### src/rtl/ibr128_block_arbiter.sv
// Purpose : round-robin arbiter/sequencer sharing one IBR128_encrypt engine between NREQ block requesters.
// Latency : accept at T, eng_block_start at T+1, resp_valid one cycle after block_ready is seen in BUSY.
// Backpr. : one block in flight; req_ready only in IDLE; RESP holds until resp_ready of the granted requester.
//
// Ports:
//   Clk, RstN                       clock (rising edge), asynchronous active-low reset
//   req_valid/req_ready             per-requester request handshake (req_ready is a one-hot accept pulse)
//   req_encrypt/req_sa              per-requester engine mode flags
//   req_data/req_key                per-requester 128-bit block and {key1,key0}, requester i at [i*128 +: 128]
//   resp_valid/resp_ready           per-requester result handshake (resp_valid one-hot)
//   resp_data/resp_err              shared result block; resp_err marks an engine timeout
//   eng_*                           engine side: block_start pulse, pData/keys/flags, block_ready/eData return
//
// Optional feature: define IBR128_ARB_TIMEOUT_EN to enable a BUSY watchdog of TIMEOUT_CYC cycles.
module ibr128_block_arbiter #(
  parameter int NREQ        = 2,
  parameter int TIMEOUT_CYC = 64
) (
  input  logic                Clk,
  input  logic                RstN,
  input  logic [NREQ-1:0]     req_valid,
  output logic [NREQ-1:0]     req_ready,
  input  logic [NREQ-1:0]     req_encrypt,
  input  logic [NREQ-1:0]     req_sa,
  input  logic [NREQ*128-1:0] req_data,
  input  logic [NREQ*128-1:0] req_key,
  output logic [NREQ-1:0]     resp_valid,
  input  logic [NREQ-1:0]     resp_ready,
  output logic [127:0]        resp_data,
  output logic                resp_err,
  output logic                eng_encrypt,
  output logic                eng_sa,
  output logic                eng_block_start,
  output logic [127:0]        eng_pData,
  output logic [63:0]         eng_key0,
  output logic [63:0]         eng_key1,
  input  logic                eng_block_ready,
  input  logic [127:0]        eng_eData
);

  localparam int IW = (NREQ > 2) ? 2 : 1;

  typedef enum logic [1:0] {
    S_IDLE  = 2'd0,
    S_START = 2'd1,
    S_BUSY  = 2'd2,
    S_RESP  = 2'd3
  } state_t;

  state_t          state, state_nxt;
  logic [IW-1:0]   rr_ptr;
  logic [IW-1:0]   gnt;
  logic [IW-1:0]   pick;
  logic            any_vld;
  logic [127:0]    hold_data;
  logic [127:0]    hold_key;
  logic            hold_enc;
  logic            hold_sa;
  logic            resp_hs;
  logic            timed_out;

  function automatic int wrap_idx(input int a);
    return (a >= NREQ) ? a - NREQ : a;
  endfunction

  // Scan from the farthest candidate back to rr_ptr so the closest set bit
  // at or after rr_ptr is the last one written and therefore wins.
  always_comb begin
    pick    = '0;
    any_vld = 1'b0;
    for (int k = NREQ - 1; k >= 0; k--) begin
      if (req_valid[wrap_idx(int'(rr_ptr) + k)]) begin
        pick    = IW'(wrap_idx(int'(rr_ptr) + k));
        any_vld = 1'b1;
      end
    end
  end

  assign resp_hs = (state == S_RESP) && resp_ready[gnt];

`ifdef IBR128_ARB_TIMEOUT_EN
  localparam int CW = $clog2(TIMEOUT_CYC + 1);
  logic [CW-1:0] to_cnt;

  // Counter holds the number of completed BUSY cycles; the last allowed
  // cycle is the one where it equals TIMEOUT_CYC-1.
  assign timed_out = (state == S_BUSY) && !eng_block_ready &&
                     (to_cnt == CW'(TIMEOUT_CYC - 1));

  always_ff @(posedge Clk or negedge RstN) begin
    if (!RstN) begin
      to_cnt <= '0;
    end else if (state == S_START) begin
      to_cnt <= '0;
    end else if (state == S_BUSY) begin
      to_cnt <= to_cnt + CW'(1);
    end
  end
`else
  assign timed_out = 1'b0;
`endif

  always_comb begin
    state_nxt = state;
    case (state)
      S_IDLE:  if (any_vld) state_nxt = S_START;
      S_START: state_nxt = S_BUSY;
      S_BUSY:  if (eng_block_ready || timed_out) state_nxt = S_RESP;
      S_RESP:  if (resp_hs) state_nxt = S_IDLE;
      default: state_nxt = S_IDLE;
    endcase
  end

  always_ff @(posedge Clk or negedge RstN) begin
    if (!RstN) begin
      state     <= S_IDLE;
      rr_ptr    <= '0;
      gnt       <= '0;
      hold_data <= '0;
      hold_key  <= '0;
      hold_enc  <= 1'b0;
      hold_sa   <= 1'b0;
      resp_data <= '0;
    end else begin
      state <= state_nxt;
      if (state == S_IDLE && any_vld) begin
        gnt       <= pick;
        hold_data <= req_data[int'(pick)*128 +: 128];
        hold_key  <= req_key[int'(pick)*128 +: 128];
        hold_enc  <= req_encrypt[pick];
        hold_sa   <= req_sa[pick];
      end
      if (state == S_BUSY && eng_block_ready) begin
        resp_data <= eng_eData;
      end else if (timed_out) begin
        resp_data <= '0;
      end
      if (resp_hs) begin
        rr_ptr <= IW'(wrap_idx(int'(gnt) + 1));
      end
    end
  end

`ifdef IBR128_ARB_TIMEOUT_EN
  logic err_q;

  always_ff @(posedge Clk or negedge RstN) begin
    if (!RstN) begin
      err_q <= 1'b0;
    end else if (state == S_BUSY && eng_block_ready) begin
      err_q <= 1'b0;
    end else if (timed_out) begin
      err_q <= 1'b1;
    end
  end

  assign resp_err = err_q;
`else
  assign resp_err = 1'b0;
`endif

  // req_ready is combinational from IDLE; gating with RstN keeps every
  // output at zero while reset is held even if requesters stay valid.
  assign req_ready       = (state == S_IDLE && any_vld && RstN) ?
                           ({{(NREQ-1){1'b0}}, 1'b1} << pick) : '0;
  assign resp_valid      = (state == S_RESP) ? ({{(NREQ-1){1'b0}}, 1'b1} << gnt) : '0;
  assign eng_block_start = (state == S_START);
  assign eng_pData       = hold_data;
  assign eng_key0        = hold_key[63:0];
  assign eng_key1        = hold_key[127:64];
  assign eng_encrypt     = hold_enc;
  assign eng_sa          = hold_sa;

endmodule
### config.mk
export PLATFORM = sky130hd
export DESIGN_NAME = ibr128_block_arbiter
export DESIGN_NICKNAME = d
export VERILOG_FILES = /design/src/rtl/ibr128_block_arbiter.sv
export SDC_FILE = /design/constraint.sdc
export NUM_CORES = 1
export LEC_CHECK = 0
export CAP_MARGIN = 20
export CORE_AREA = 3 3 404 406
export DETAILED_ROUTE_END_ITERATION = 7
export DIE_AREA = 0 0 407 409
export RECOVER_POWER = 100
export SYNTH_ARGS = -nofsm -noshare
export SYNTH_HDL_FRONTEND = slang
export SYNTH_SLANG_ARGS = --single-unit
### constraint.sdc
create_clock -name Clk -period 2.2 [get_ports Clk]
set_input_delay 0.44 -clock Clk [delete_from_list [all_inputs] [get_ports Clk]]
set_output_delay 0.44 -clock Clk [all_outputs]
set_load 0.02 [all_outputs]
==> results.rst <==
.. list-table::
   :header-rows: 1

   * - Metric
     - Value
   * - Outcome
     - completed
   * - Pwr per Cell Area
     - 1470 mW/mm^2
   * - Worst path required time
     - 1.76 ns
   * - Min-Delay Startpoint
     - req_valid[1]
   * - Post-synthesis sequential element count
     - 390
   * - Met3 WL post-DR
     - 16.1 mm
   * - Hold/Removal Path Class
     - in -> reg
   * - Maximum number of pins on one net before global-route repair
     - 120
   * - Post-layout utilization of the core
     - 20.1%
   * - Data arrival at the endpoint of the critical path
     - 1.72 ns
   * - Final global-route overflow total
     - 0
   * - Layout cell share with drive strength beyond 1
     - 13.2%
   * - Top layer in use
     - met5
   * - First DRT Iteration DRCs
     - 1406
   * - Relative slew slack
     - 35.5%
   * - Highest clock frequency the design can meet
     - 462 MHz
   * - Maxcap violations
     - 0
   * - Post-CTS Setup Repair Bufs
     - 0
   * - Largest vdd supply drop
     - 0.674 mV
   * - Syn_nets
     - 2427
   * - First drt pass iteration count
     - 5
   * - Cell Chain, Critical Path
     - inv_2, ha_4, o21a_4, nand2_2, nor2_2, buf_6
   * - FP Rows
     - 147
   * - Measured slew at the worst slew-check pin
     - 0.967 ns
   * - Most used cells in the layout excluding fill and tap cells
     - 803 x sky130_fd_sc_hd__clkdlybuf4s50_1, 390 x sky130_fd_sc_hd__dfrtp_1, 259 x sky130_fd_sc_hd__nor2_1
   * - Avg WL per Cell
     - 27.7 um
   * - Area inside the core boundary
     - 0.160 mm^2
   * - R2R depth
     - 6
   * - Worst Hold Slack
     - 0.280 ns
   * - Critical path class
     - reg -> out
   * - RSZ-0062 raised after global routing
     - yes
   * - Number of sinks on the clock net
     - 390
   * - Worst setup timing slack at the placement stage
     - -0.339 ns
   * - Critical Path Start Type
     - flop
   * - Later-pin clock latency in the skew report
     - 0.66 ns
   * - Final period util
     - 98.4%
   * - Area enclosed by the die boundary
     - 0.166 mm^2
   * - Total of fill cells in the finished design
     - 17700
   * - Critical Path End
     - req_ready[0]
   * - Global-route wire length before repair
     - 179 mm
   * - Port Buf Inserts
     - 1041
   * - Max FO, Critical Path
     - 2
   * - Final nets
     - 3411
   * - Synthesis warning total
     - 0
   * - Layout area overhead
     - 83.9%
   * - Antenna Nets Post-Route
     - 0
   * - Critical R2R Capture
     - resp_data[112]
   * - Critical Path Slowest Stage Cell
     - sky130_fd_sc_hd__dfrtp_1
   * - CTS Root Cell
     - sky130_fd_sc_hd__clkbuf_16
   * - Chip Width
     - 407 um
   * - Sequential cell area
     - 0.00976 mm^2
   * - CTS Buf Count
     - 53
   * - Final count of hold timing violations
     - 0
   * - Clock skew
     - 0.0374 ns
   * - Global routing usage summed across all routing layers
     - 15.8%
   * - CTS tree
     - built
   * - Routed metal-1 wirelength
     - 49.7 mm
   * - Max Root-Sink Buffers
     - 3
   * - Met2 Routed Length
     - 68.3 mm
   * - DRC violations left
     - 0
   * - Post-Route WL
     - 138 mm
   * - Number of global-route vias before repair
     - 19400
   * - Top-Level Pins
     - 1043
   * - Vias per inst
     - 3.82
   * - PnR worst setup slack
     - 0.0362 ns
   * - Detailed placement HPWL
     - 114 mm
   * - Max Slew Vio Count
     - 0
   * - Setup TNS Final
     - 0 ns
   * - Source of the critical timing path
     - state[1]
   * - Antenna violations before repair
     - 45
   * - Setup slack on the worst flop-to-flop path
     - 0.18 ns
   * - Cell count after placement
     - 4859
   * - Number of standard cells in the final layout excluding fillers
     - 4964
   * - Reported leakage power
     - 12.4 nW
   * - Total number of vias
     - 19000
   * - Setup violators final
     - 0
   * - Initial core utilization
     - 10.9%
   * - Clock-pin slew reported for the worst setup and hold paths after clock tree synthesis
     - 0.06 ns
   * - Number of levels in the clock H-tree
     - 2
   * - Total standard cell area after synthesis
     - 0.0175 mm^2
   * - Worst reg2reg path startpoint
     - state[0]
   * - Seq/Total Area, Yosys
     - 55.7%
   * - Die Y
     - 409 um
   * - Library cells used by synthesis
     - 28
   * - Clock period minus worst slack
     - 2.16 ns
   * - Most common cell after layout, fill and taps aside
     - sky130_fd_sc_hd__clkdlybuf4s50_1
   * - CP peak stage delay
     - 0.40 ns
   * - Endpoint kind of the worst setup timing path
     - primary output
   * - Post-synthesis instance total
     - 1771
   * - GPL Wtd Cong
     - 0.939
   * - Area occupied by multi-input gates
     - 0.00688 mm^2
   * - Synthesized area per cell
     - 9.90 um^2
-- flip-flops by register name, summed over array words and instances, names as in the netlist --
register     flops
gnt              1
eng_encrypt      1
rr_ptr           1
eng_sa           1
state            2
eng_pData      128
hold_key       128
resp_data      128
-- per-stage QoR --
step / area [um^2] / total power [W]
after floorplan: 17500 / 0.0239
after global placement: 30500 / 0.0398
after detailed placement: 30500 / 0.0399
after CTS: 32200 / 0.0487
after global routing: 32200 / 0.0502
final: 32200 / 0.0475
-- worst max-delay path: cells and delay by family (launching register included) --
kind	cells	cell delay, ns
and+or+nand+nor	2	0.16
adders and majority gates	1	0.15
DFF	1	0.40
buffers and inverters	2	0.22
AOI/OAI and AO/OA	1	0.13
-- report_power, final --
group          total [W]  internal, W  leakage, nW  switching [W]
registers         0.0134       0.0109         4.43        0.00248
logic             0.0247      0.00941         7.07         0.0153
clock network    0.00938      0.00553        0.889        0.00385
-- cells by family (layout without fill, tap and decap cells) --
group / after synthesis / in the layout / synth area share, %
AO/OA/AOI/OAI: 523 / 523 / 16.9
adder cells (fa/ha/maj): 5 / 5 / 0.357
buffers and inverters: 193 / 1217 / 5.46
flip-flops: 390 / 390 / 55.7
multiplexers: 130 / 130 / 8.35
other: 1 / 10 / 0.0214
AND/OR/NAND/NOR: 529 / 529 / 13.3
-- cell usage after synthesis --
master | n | area share (%)
sky130_fd_sc_hd__nand2b_1 | 1 | 0.036
sky130_fd_sc_hd__conb_1 | 1 | 0.021
sky130_fd_sc_hd__a2bb2oi_1 | 1 | 0.050
sky130_fd_sc_hd__o2bb2ai_1 | 1 | 0.050
sky130_fd_sc_hd__buf_4 | 2 | 0.086
sky130_fd_sc_hd__nor2_1 | 261 | 5.6
sky130_fd_sc_hd__o21a_1 | 1 | 0.043
sky130_fd_sc_hd__ha_1 | 5 | 0.36
sky130_fd_sc_hd__nor3b_1 | 1 | 0.043
sky130_fd_sc_hd__mux2i_1 | 1 | 0.057
sky130_fd_sc_hd__and2_1 | 1 | 0.036
sky130_fd_sc_hd__a221oi_1 | 1 | 0.050
sky130_fd_sc_hd__nand3_1 | 258 | 7.4
sky130_fd_sc_hd__buf_1 | 1 | 0.021
sky130_fd_sc_hd__buf_6 | 12 | 0.77
sky130_fd_sc_hd__a31oi_1 | 258 | 9.2
sky130_fd_sc_hd__o21ai_1 | 5 | 0.14
sky130_fd_sc_hd__buf_2 | 108 | 3.1
sky130_fd_sc_hd__a21oi_1 | 2 | 0.057
sky130_fd_sc_hd__inv_1 | 4 | 0.086
sky130_fd_sc_hd__nand2_1 | 4 | 0.086
sky130_fd_sc_hd__inv_2 | 1 | 0.021
sky130_fd_sc_hd__clkbuf_1 | 65 | 1.4
sky130_fd_sc_hd__nor2b_1 | 2 | 0.071
sky130_fd_sc_hd__dfrtp_1 | 390 | 56
sky130_fd_sc_hd__mux2_2 | 129 | 8.3
sky130_fd_sc_hd__and3_1 | 1 | 0.036
sky130_fd_sc_hd__o21ai_0 | 254 | 7.3
-- worst min-delay path by stage --
stage,cells past startpoint,slack [ns],endpoint
5_1_grt,5,0.25,gnt
3_5_place_dp,1,0.30,hold_key[33]
3_3_place_gp,1,0.30,hold_key[24]
6_report,5,0.28,gnt
4_1_cts,5,0.21,gnt
2_1_floorplan,0,0.14,eng_encrypt
-- final cells by class --
class | count | area share (%)
Inverter | 5 | 0.0815
Timing Repair Buffer | 1117 | 34.2
Tap cell | 2160 | 8.39
Clock buffer | 72 | 4.55
Antenna cell | 9 | 0.0699
Clock inverter | 23 | 1.14
Multi-Input combinational cell | 1188 | 21.3
Sequential cell | 390 | 30.3
-- layer usage --
metal  vias up  GRT usage (%)
met5         -              0
met4        14           3.85
met3       186           7.75
met2       874           27.5
met1      9537           17.1
li1       8365              -
-- timing repair --
action / 4_1_cts / 5_1_grt
cloned: 0 / 0
pin swaps: 1 / 0
endpoints found under the setup margin: 174 / 3
hold endpoints to repair: 30 / 0
hold buffers: 1 / 0
gates resized for setup: 205 / 6
No activity file was read; power rests on OpenSTA's default activity.
